--- src/rtl/cska_pipe.sv ---
// Pipelined carry-skip adder/subtractor: BLOCK-bit ripple groups with skip muxes, spread over STAGES register stages.
// Latency STAGES cycles; global stall (en = ~out_valid | out_ready) holds every stage, so in_ready drops while the output is blocked.
module cska_pipe #(
  parameter int WIDTH  = 32,
  parameter int BLOCK  = 4,
  parameter int STAGES = 2
) (
  input  logic             clk,
  input  logic             reset,
  input  logic             in_valid,
  output logic             in_ready,
  input  logic [WIDTH-1:0] a,
  input  logic [WIDTH-1:0] b,
  input  logic             cin,
  input  logic             sub,
  output logic             out_valid,
  input  logic             out_ready,
  output logic [WIDTH-1:0] sum,
  output logic             cout,
  output logic             ovf
);

  localparam int NG = (BLOCK > 0) ? WIDTH / BLOCK : 1;
  localparam int G  = (STAGES > 0) ? NG / STAGES : 1;
  localparam int SW = G * BLOCK;
  localparam bit LEGAL = (WIDTH > 0) && (BLOCK > 0) && (STAGES > 0) &&
                         ((WIDTH % ((BLOCK > 0) ? BLOCK : 1)) == 0) &&
                         ((NG % ((STAGES > 0) ? STAGES : 1)) == 0);

  if (!LEGAL) begin : g_param_check
    $error("cska_pipe: WIDTH must split into BLOCK-bit groups spread evenly over STAGES");
  end

  logic             en;
  logic [WIDTH-1:0] b_cond;
  logic             c0;

  always_comb begin
    en       = ~out_valid | out_ready;
    in_ready = en & ~reset;
    b_cond   = sub ? ~b : b;
    c0       = sub | cin;
  end

  for (genvar s = 0; s < STAGES; s++) begin : g_stage
    localparam int  LO   = s * SW;
    localparam int  RW   = WIDTH - LO;  // operand bits not yet consumed when entering this stage
    localparam bit  LAST = (s == STAGES - 1);

    logic [RW-1:0]      a_rem, b_rem;
    logic               c_in, v_in;
    logic [SW-1:0]      slice;
    logic [LO+SW-1:0]   sum_d, sum_q;
    logic               c_d, c_q, v_d, v_q;
    logic [SW-1:0]      aa, bb;
    logic               c, rc, p, pb;

    if (s == 0) begin : g_src
      always_comb begin
        a_rem = a;
        b_rem = b_cond;
        c_in  = c0;
        v_in  = in_valid;
        sum_d = slice;
      end
    end else begin : g_src
      always_comb begin
        a_rem = g_stage[s-1].g_hi.a_q;
        b_rem = g_stage[s-1].g_hi.b_q;
        c_in  = g_stage[s-1].c_q;
        v_in  = g_stage[s-1].v_q;
        sum_d = {slice, g_stage[s-1].sum_q};
      end
    end

    // Bits are consumed LSB-first by shifting; each group ends in its skip mux.
    always_comb begin
      aa    = a_rem[SW-1:0];
      bb    = b_rem[SW-1:0];
      slice = '0;
      c     = c_in;
      rc    = 1'b0;
      p     = 1'b0;
      pb    = 1'b0;
      for (int g = 0; g < G; g++) begin
        rc = c;
        p  = 1'b1;
        for (int k = 0; k < BLOCK; k++) begin
          pb            = aa[0] ^ bb[0];
          slice         = slice >> 1;
          slice[SW-1]   = pb ^ rc;
          p             = p & pb;
          rc            = (aa[0] & bb[0]) | (pb & rc);
          aa            = aa >> 1;
          bb            = bb >> 1;
        end
        c = rc | (p & c);
      end
      c_d = c;
      v_d = v_in;
    end

    always_ff @(posedge clk) begin
      if (reset) begin
        sum_q <= '0;
        c_q   <= 1'b0;
        v_q   <= 1'b0;
      end else if (en) begin
        sum_q <= sum_d;
        c_q   <= c_d;
        v_q   <= v_d;
      end
    end

    if (!LAST) begin : g_hi
      logic [RW-SW-1:0] a_d, a_q, b_d, b_q;
      always_comb begin
        a_d = a_rem[RW-1:SW];
        b_d = b_rem[RW-1:SW];
      end
      always_ff @(posedge clk) begin
        if (reset) begin
          a_q <= '0;
          b_q <= '0;
        end else if (en) begin
          a_q <= a_d;
          b_q <= b_d;
        end
      end
    end else begin : g_msb
      logic cm_d, cm_q;
      // Carry into the MSB recovered from its sum bit and operands.
      always_comb cm_d = a_rem[SW-1] ^ b_rem[SW-1] ^ slice[SW-1];
      always_ff @(posedge clk) begin
        if (reset)   cm_q <= 1'b0;
        else if (en) cm_q <= cm_d;
      end
    end
  end

  always_comb begin
    sum       = g_stage[STAGES-1].sum_q;
    cout      = g_stage[STAGES-1].c_q;
    out_valid = g_stage[STAGES-1].v_q;
    ovf       = g_stage[STAGES-1].g_msb.cm_q ^ g_stage[STAGES-1].c_q;
  end

endmodule
--- config.mk ---
export PLATFORM = sky130hd
export DESIGN_NAME = cska_pipe
export DESIGN_NICKNAME = d
export VERILOG_FILES = /design/src/rtl/cska_pipe.sv
export SDC_FILE = /design/constraint.sdc
export NUM_CORES = 1
export LEC_CHECK = 0
export ABC_AREA = 0
export CORE_ASPECT_RATIO = 1.2
export CORE_UTILIZATION = 30
export DETAILED_ROUTE_END_ITERATION = 7
export GPL_ROUTABILITY_DRIVEN = 0
export SLEW_MARGIN = 20
export SYNTH_ARGS = -nofsm -noshare
export SYNTH_HDL_FRONTEND = slang
export SYNTH_SLANG_ARGS = --single-unit
--- constraint.sdc ---
create_clock -name clk -period 24.4 [get_ports clk]
set_input_delay 2.44 -clock clk [delete_from_list [all_inputs] [get_ports clk]]
set_output_delay 2.44 -clock clk [all_outputs]
set_load 0.02 [all_outputs]
# ---- Word level (Yosys, flattened, before mapping)
# Cells that the tools add are included.
dict set report word_totals {
  regBits 85
  inputBits 70
}
dict set report classes {
  mux 1
  n_bitwise 208
}
# op n
set op_table {}
lappend op_table {{1-bit AND} 97}
lappend op_table {{1-bit bitwise XOR} 66}
lappend op_table {{1-bit bitwise OR} 42}
lappend op_table {{32-bit 2-to-1 mux} 1}
lappend op_table {{32-bit NOT} 1}
lappend op_table {{1-bit NOT} 2}

# ---- Logic depth before layout (Yosys ltp)
# Gate-level depths: netlist of run 1.
dict set report logic_depth {
  word_depth 39
  ltp_mapped 29
  depth_no_buf 27
}

# ---- Worst setup path after synthesis of run 1
# No wires, ideal clock.
dict set report synth_path {
  kind {input to register}
  start {in sub}
  end {reg g_stage[0].sum_q[15]}
  setup_ps 132
  t_arrival_ps 10550
  path_slack_ps 13718
  stages 29
  n_path_buf 2
  path_cell_list {buf_2 > buf_2 > xor2_1 > inv_2 > fa_1 > fa_1 > fa_1 > fa_1 > o21ai_0 > inv_1 > fa_1 > fa_1 > fa_1 > fa_1 > a21boi_0 > fa_1 > fa_1 > fa_1 > fa_1 > nand2_1 > a2bb2oi_1 > nand2_1 > fa_1 > fa_1 > fa_1 > inv_1 > fa_1 > nand2_1 > a21oi_1}
}
dict set report synth_between {
  elab_chain_cells 36
}
# item line
set synth_rtl {}
lappend synth_rtl {{start, declared} 15} ;# input logic sub,
lappend synth_rtl {{32-bit 2-to-1 mux} 41} ;# b_cond = sub ? ~b : b;
lappend synth_rtl {{1-bit bitwise XOR} 89} ;# pb = aa[0] ^ bb[0];
lappend synth_rtl {{1-bit AND} 93} ;# rc = (aa[0] & bb[0]) | (pb & rc);
lappend synth_rtl {{1-bit bitwise OR} 93}
lappend synth_rtl {{1-bit AND} 93}
lappend synth_rtl {{1-bit bitwise OR} 93}
lappend synth_rtl {{1-bit AND} 93}
lappend synth_rtl {{1-bit bitwise OR} 93}
lappend synth_rtl {{(+21 left out)} n/a}
lappend synth_rtl {{1-bit AND} 93}
lappend synth_rtl {{1-bit bitwise OR} 93}
lappend synth_rtl {{1-bit AND} 93}
lappend synth_rtl {{1-bit bitwise OR} 93}
lappend synth_rtl {{1-bit AND} 93}
lappend synth_rtl {{1-bit bitwise OR} 93}
lappend synth_rtl {{1-bit bitwise XOR *} 91} ;# slice[SW-1] = pb ^ rc;
lappend synth_rtl {{net g_stage[0].slice[15]} 52} ;# logic [SW-1:0] slice;
lappend synth_rtl {{end signal, assigned} 109} ;# sum_q <= sum_d;
lappend synth_rtl {{end, declared} 53} ;# logic [LO+SW-1:0] sum_d, sum_q;
# Mark *: on every way through the listed nets, which the timed path passes. The rest lies on a longest branch.
# A chain may end at the register's enable or synchronous reset.

# ---- Worst setup path after layout of run 1
# Ends and elaborated chain as after synthesis.

==> run metrics, run 1 <==
status=finished, final reports clean; CP Class=in2reg; vias per cell=approximately 4.4; fin crit share=a little under half; fill cell count=between 1000 and 1500; Worst Reg-to-Reg Cells=26; Syn Inst Count=501; most common cell after layout, fill and taps aside=clkdlybuf4s50_1; via count=3500; Initial DRT Pass Iterations=4; post-synth top area share=37.6%; CP Capture Type=register; Clock transition at path regs=0.06 ns; Pint=~0.28 mW; Avg Inst Size Synth=between 9 and 10 um2; area delta synth->final=32.8%; Slew Limit Fails=0; Post-CTS Hold Buffers=0; Cell Pwr Density=roughly 66 nW/um2; dpl hpwl=7420 um; Port Buffers=approximately 110; CTS HTree Levels=3; number of global-route vias before repair=~3500; die height=around 140 um; antenna violations before repair=0; Mapped Area=approximately 4500 um2; # resized after CTS=0; Max Freq=around 90 MHz; residual DRC count=0; CTS tree=yes; Sw Pwr=0.114 mW; Yosys reg bits=85; Yosys top cell by area=dfxtp_1; worst path arrival time=between 10 and 15 ns; placed cell count=about 780; commonest cells after routing, fill and taps aside=103 x clkdlybuf4s50_1, 100 x nand2_1, 85 x dfxtp_1; shortest period the worst path allows=between 10 and 15 ns; WL final=10300 um; Rows=48; Worst R2R Start=g_stage[0].c_q; max_slew headroom=between 20 and 30%; Final WS setup=approximately 13 ns; Met3 Wirelength=507 um; Antenna diodes=0; first-pass GRT wire length=about 17000 um; Root Buffer=clkbuf_16; ANT nets after route=0; Max Fanout on Critical Path=33; largest net degree at the start of global routing=114; Main synth FF type=dfxtp_1; sequential element share of the synthesized area=between 30% and 40%; Net Sw Frac=around 29%; crit path launch=sub; Peak VDD IR=~0.034 mV; Max Root-Sink Buffers=2; share of cells above drive strength 1=4.90%; Total GRT Usage=14.2%; core area=about 15000 um2; cts bufs inserted=9; Layout Nets=~720; Combinational Power Share=23.3%; RSZ-0062 raised after global routing=no; Clock Latency Late Sink=around 0.35 ns; pre-CTS WS=roughly 13 ns; CTS sink count=85; Post-Route Skew=0.0131 ns; GR Overflow Total=0; hold crit path type=reg2reg; Met1 Wirelength=4460 um; area of the multi-input gates=~2500 um2; slew of the pin with the lowest slew margin=1.08 ns; Startpoint Class=primary input; Clk pwr share=a little over a third; Worst Setup EP=g_stage[0].sum_q[15]; number of synthesized flops with an enable pin=0; top layer in use=met4; storage element area=approximately 1700 um2; leakage power=roughly 2.6 nW; DR WL/cell=13.0 um; reg2reg setup slack=16.16 ns; Unique masters post-synth=32; Post-Syn Nets=around 640; die area=approximately 16000 um2; sum of negative setup slack=0 ns; Post-synth ARST share=0%; postcts setup bufs=0; max_cap viols=0; Critical R2R Capture=g_stage[1].g_msb.cm_q; part of the power in registers=roughly two fifths; Layout Cells excl Fill=792; DR iter-0 viols=around 130; I/O pin cnt=between 100 and 150; CP Data Required Time=24.59 ns; Final Hold Viols=0; Setup Viol. Count Final=0; routed wl met2=between 5000 and 6000 um; Synth Warn #=0; Area contributors post-synth=dfxtp_1 38%, fa_1 14%, ha_1 8.8%, nand2_1 8.3%, a211oi_1 5.5%; die width=around 110 um; Initial Util=between 30 and 40%
==> synthesized netlist by cell type (all sizes together), types with 2 or more instances <==
library cell,number
o21ai,2
ha,32
buf,18
nor2,39
xor2,19
nor2b,2
xnor2,15
a21oi,49
nand4,4
dfxtp,85
inv,40
clkbuf,15
a211oi,33
nand2,100
and4,3
fa,32
==> power by group through the flow <==
stage / sequential, mW / clock [mW] / combinational (mW)
CTS: 0.166 / 0.143 / 0.0951
detailed placement: 0.169 / 0 / 0.0945
global placement: 0.169 / 0 / 0.0928
floorplan: 0.175 / 0 / 0.0466
global route: 0.168 / 0.149 / 0.104
finish: 0.166 / 0.140 / 0.0930
==> layout make-up <==
class / instances / share of cell area [%]
multi-input cells: 343 / 42.4
flip-flops and latches: 85 / 28.3
repair buffers: 108 / 17.7
well taps: 200 / 4.16
clock buffers: 11 / 4.04
inverters: 40 / 2.50
clock inverters: 5 / 0.957
==> sequential cells by signal, indices dropped and copies added (netlist names) <==
name	count
sum	32
g_stage.g_hi.a_q	16
g_stage.g_hi.b_q	16
g_stage.sum_q	16
cout	1
g_stage.c_q	1
g_stage.v_q	1
g_stage.g_msb.cm_q	1
out_valid	1
==> metrics by stage <==
stage / utilization [%] / hold slack, ns / power [mW] / cell area (um2)
global placement: 39.2 / 0.441 / 0.261 / 5710
detailed placement: 39.2 / 0.445 / 0.264 / 5710
finish: 41.2 / 0.451 / 0.398 / 6010
global route: 41.2 / 0.470 / 0.422 / 6010
floorplan: - / 0.432 / 0.222 / 4530
CTS: 41.2 / 0.455 / 0.404 / 6010
==> metal layers <==
metal,track usage (%),up-vias
met4,5.63,0
li1,-,1774
met2,25.1,79
met5,0,-
met1,16.3,1635
met3,3.50,12
==> logic make-up after synthesis <==
family	Yosys count	share of synthesized area, %
buffers and inverters	73	6.49
adders and majority gates	64	23.0
and+or+nand+nor	152	13.5
AOI/OAI and AO/OA	93	12.9
xor gates and xnor gates	34	6.57
DFF	85	37.6
==> worst min-delay path by stage <==
stage,from,end,slack [ns],cells after the start
6_report,sum[10],sum[10],0.45,2
5_1_grt,sum[21],sum[21],0.47,2
4_1_cts,sum[11],sum[11],0.46,2
3_5_place_dp,g_stage[0].sum_q[1],sum[1],0.45,2
3_3_place_gp,g_stage[0].v_q,g_stage[0].v_q,0.44,2
2_1_floorplan,g_stage[0].sum_q[15],g_stage[0].sum_q[15],0.43,2
==> worst max-delay path, stage by stage <==
cell and delay, ns:
buf_2 0.73, xor2_1 0.27, inv_2 0.06, fa_1 0.41, fa_1 0.45, fa_1 0.44
fa_1 0.44, o21ai_0 0.12, inv_1 0.09, fa_1 0.41, fa_1 0.43, fa_1 0.43
fa_1 0.44, a21boi_0 0.18, fa_1 0.44, fa_1 0.42, fa_1 0.43, fa_1 0.46
nand2_1 0.10, a2bb2oi_1 0.23, nand2_1 0.11, fa_1 0.44, fa_1 0.44, fa_1 0.41
inv_1 0.08, fa_1 0.41, nand2_1 0.07, a21oi_1 0.07
No activity file was read; power rests on OpenSTA's default activity.
==> run 2: changes to the inputs <==
==> constraint.sdc (replaced) <==
create_clock -name clk -period 11.5 [get_ports clk]
set_input_delay 1.15 -clock clk [delete_from_list [all_inputs] [get_ports clk]]
set_output_delay 1.15 -clock clk [all_outputs]
set_load 0.02 [all_outputs]
==> run metrics, run 2 (synthesis results as in run 1) <==
status=finished, final reports clean; Port Buffers=105 (unchanged); area of the multi-input gates=2550 um2 (unchanged); crit path buf inv count=4 (unchanged); family with the most delay on the worst path=adder cells; hold crit path type=reg2reg; Cell Pwr Density=140 nW/um2 (+110%); CTS tree=yes; most used cell, CP=fa_1; area delta synth->final=33.2%; Clock Latency Late Sink=0.34 ns (about the same); GRT busiest layer=met2; DR WL/cell=13.3 um (+2.0%); dpl hpwl=7740 um (+4.3%); Slew Limit Fails=0 (unchanged); RSZ-0062 raised after global routing=no; leakage power=2.60 nW (+0.43%); DR iter-0 viols=146 (+11%); Clock transition at path regs=0.06 ns (about the same); Initial Util=31.0% (unchanged); die width=114 um (unchanged); CP Data Required Time=11.68 ns (-12.91 ns); sum of negative setup slack=0 ns (unchanged); Initial DRT Pass Iterations=4 (unchanged); maximum single-stage delay on the critical path=0.47 ns (-0.26 ns); number of global-route vias before repair=3740 (+7.1%); commonest cells after routing, fill and taps aside=103 x clkdlybuf4s50_1, 100 x nand2_1, 85 x dfxtp_1; postcts setup bufs=0 (unchanged); CTS HTree Levels=3 (unchanged); WL final=10500 um (+2.2%); Post-CTS Hold Buffers=0 (unchanged); met3 usage=3.85% (+0.35 points); Layout Cells excl Fill=793 (+0.13%); CP Capture Type=register; fill cell count=1483 (+2.0%); Setup Viol. Count Final=0 (unchanged); Max Fanout on Critical Path=3 (-91%); core area=14600 um2 (unchanged); Antenna diodes=0 (unchanged); Rows=48 (unchanged); share of cells above drive strength 1=5.06% (+0.16 points); worst path arrival time=9.79 ns (-1.66 ns); antenna violations before repair=0 (unchanged); Root Buffer=clkbuf_16; die area=15600 um2 (unchanged); max_cap viols=0 (unchanged); most common cell after layout, fill and taps aside=clkdlybuf4s50_1; ANT nets after route=0 (unchanged); Layout Nets=722 (+0.14%); Post-Route Skew=0.00739 ns (-0.00568 ns); I/O pin cnt=106 (unchanged); Final Hold Viols=0 (unchanged); slew of the pin with the lowest slew margin=0.919 ns (-0.157 ns); Max Root-Sink Buffers=2 (unchanged); max reg flops=32 (unchanged); largest net degree at the start of global routing=114 (unchanged); Max Freq=between 100 and 150 MHz; Peak VDD IR=0.0510 mV (+51%); placed cell count=776 (unchanged); GR Overflow Total=0 (unchanged); via count=3498 (-0.057%); fin crit share=between 80% and 90%; first-pass GRT wire length=17700 um (+4.2%); storage element area=1700 um2 (unchanged); vias per cell=4.41 (-0.18%); Startpoint Class=primary input; shortest period the worst path allows=between 9 and 10 ns; met2 usage=26.5% (+1.4 points); met1 Usage GRT=16.2% (-0.024 points); CP Class=in2reg; slowest CP cell=clkdlybuf4s50_1; Total GRT Usage=14.7% (+0.53 points); # resized after CTS=0 (unchanged); residual DRC count=0 (unchanged); CTS sink count=85 (unchanged); max_slew headroom=38.7% (+10 points); cts bufs inserted=9 (unchanged); die height=137 um (unchanged)
-- run 2: cell type report --
cell class / instances / area share, %
Timing Repair Buffer: 109 / 18.0
Clock inverter: 5 / 0.954
Tap cell: 200 / 4.15
Sequential cell: 85 / 28.2
Multi-Input combinational cell: 343 / 42.2
Clock buffer: 11 / 4.02
Inverter: 40 / 2.49
-- run 2: metal layers --
metal  vias to the layer above  wire length (um)
met3                        15               546
met2                        86              5350
met4                         0               203
li1                       1775                 -
met1                      1622              4420
met5                         -                 0
-- run 2: final timing paths --
path | start | to | slack, ns | cells after the start
hold reg to reg | sum[20] | sum[20] | 0.45 | 2
hold / removal | sum[20] | sum[20] | 0.45 | 2
setup / recovery | b[0] | g_stage[0].sum_q[15] | 1.89 | 28
setup reg to reg | g_stage[0].c_q | g_stage[1].g_msb.cm_q | 3.37 | 26
-- run 2: per-stage QoR --
stage	utilization (%)	instance area [um2]	total power [mW]	setup slack (ns)	hold WS, ns
4_1_cts	41.2	6010	0.860	1.81	0.451
3_5_place_dp	39.2	5710	0.561	1.44	0.443
2_1_floorplan	-	4530	0.470	2.11	0.432
3_3_place_gp	39.2	5710	0.555	1.65	0.441
5_1_grt	41.3	6030	0.896	1.44	0.475
6_report	41.3	6030	0.846	1.89	0.449
-- run 2: worst register-to-register path, delay by kind of cell, from the launching register on --
kind | cells | cell delay [ns]
AO/OA/AOI/OAI | 4 | 0.93
AND/OR/NAND/NOR | 2 | 0.20
flip-flops | 1 | 0.32
XOR/XNOR | 1 | 0.18
buffers and inverters | 3 | 0.24
adder cells (fa/ha/maj) | 16 | 6.19
-- run 2: where the power goes --
part | internal (mW) | total (mW) | switching, mW
Combinational | 0.0995 | 0.199 | 0.0998
Sequential | 0.330 | 0.352 | 0.0225
Clock | 0.175 | 0.294 | 0.119
==> RTL edit: new RTL, settings of run 1 <==
Reset style: asynchronous (`reset`), changed in 3 clocked blocks.
--- a/src/rtl/cska_pipe.sv
+++ b/src/rtl/cska_pipe.sv
@@ -100,7 +100,7 @@
       v_d = v_in;
     end
 
-    always_ff @(posedge clk) begin
+    always_ff @(posedge clk or posedge reset) begin
       if (reset) begin
         sum_q <= '0;
         c_q   <= 1'b0;
@@ -118,7 +118,7 @@
         a_d = a_rem[RW-1:SW];
         b_d = b_rem[RW-1:SW];
       end
-      always_ff @(posedge clk) begin
+      always_ff @(posedge clk or posedge reset) begin
         if (reset) begin
           a_q <= '0;
           b_q <= '0;
@@ -131,7 +131,7 @@
       logic cm_d, cm_q;
       // Carry into the MSB recovered from its sum bit and operands.
       always_comb cm_d = a_rem[SW-1] ^ b_rem[SW-1] ^ slice[SW-1];
-      always_ff @(posedge clk) begin
+      always_ff @(posedge clk or posedge reset) begin
         if (reset)   cm_q <= 1'b0;
         else if (en) cm_q <= cm_d;
       end
Function: differs if reset is asserted again (counterexample within 4 cycles, from zero or initial values and one cycle with reset high); with reset held inactive, the same outputs for 10 cycles.
==> RTL edit against run 1 <==
Hold slack better by 13 ps. Critical path depth decreased by 3. Via count shrank 4.2%. Worst setup slack improved by 220 ps. Final area up 4.6%. Synthesized area up 5.2%. Sequential cell count unchanged. Wire length down 3.8%. Sequential share of layout area rose by 5.5 points. Utilization decreased by 0.82 points. Critical path type unchanged. Critical endpoint is now g_stage[0].sum_q[15].
Power is not compared: it rests on default switching activity, and its combinational part moved more than twofold at a synthesized area within 25%.
==> RTL edit: results (changes against run 1) <==
* Ys flop type: dfrtp_1 (was dfxtp_1)
* Critical Path AT at 11270 ps (was 11450 ps)
* Xor and xnor area share after synthesis at 0.0625 (was 0.0657)
* Dominant cells by area after synthesis: dfrtp_1, fa_1, nand2_1 (was dfxtp_1, fa_1, ha_1)
* Commonest cells post-synth: nand2_1, dfrtp_1, inv_1 (was nand2_1, dfxtp_1, a21oi_1)
* Crit path to: g_stage[0].sum_q[15] (unchanged)
* Vias in the first global route at 3453 (was 3491)
* R2R depth at 25 (was 26)
* Inst Count DP at 779 (was 776)
* Cells after synthesis at 487 (was 501)
* Layout Skew at 8.91 ps (was 13.1 ps)
* FF-to-FF End: g_stage[1].g_msb.cm_q (unchanged)
* Routed WL at 9.91 mm (was 10.3 mm)
* HPWL after detailed placement at 7.20 mm (was 7.42 mm)
* Net Count, Synth at 621 (was 635)
* Largest net degree at the start of global routing at 96 (was 114)
* Post-Synth Adder-Cell Area at 0.218 (was 0.230)
* Pre-CTS WS at 12920 ps (was 12720 ps)
* DR iter-0 viols at 166 (was 132)
* Status: finished, final reports clean (unchanged)
* Vias per cell at 4.22 (was 4.42)
* Total Power at ~540 uW
* R2r setup slk at 16100 ps (was 16160 ps)
* Sequential share of the synthesized area at 0.446 (was 0.376)
* Netlist cell types at 31 (was 32)
* Max_slew headroom at 0.358 (was 0.283)
* GRT Total Usage at 0.129 (was 0.142)
* Placed Instance Area at 0.00599 mm2 (was 0.00571 mm2)
* Ys async rst share at 1.00 (was 0)
* Post-synthesis compound-gate area fraction at 0.0559 (was 0.129)
RTL edit: how the worst min path moves through the flow:
stage                    from              to  slack (ps)  depth (start not counted)
6_report       g_stage[0].v_q  g_stage[0].v_q         460                          2
5_1_grt        g_stage[0].v_q  g_stage[0].v_q         480                          2
3_3_place_gp   g_stage[0].v_q  g_stage[0].v_q         440                          2
3_5_place_dp   g_stage[0].v_q  g_stage[0].v_q         450                          2
4_1_cts        g_stage[0].v_q  g_stage[0].v_q         470                          2
2_1_floorplan  g_stage[0].v_q  g_stage[0].v_q         430                          2
RTL edit: area by class of cell:
type / count / area, um2
clock buffers: 9 / 225
clock inverters: 7 / 73.8
fillers: 1521 / 9290
inverters: 40 / 151
multi-input cells: 339 / 2390
flip-flops and latches: 85 / 2130
well taps: 208 / 260
repair buffers: 107 / 1060
RTL edit: layer usage:
layer	GRT usage	wire length, um	up-vias
met5	0	0	-
met4	0.0440	87	0
met3	0.0363	531	6
met2	0.227	5060	73
met1	0.148	4230	1597
li1	-	-	1676
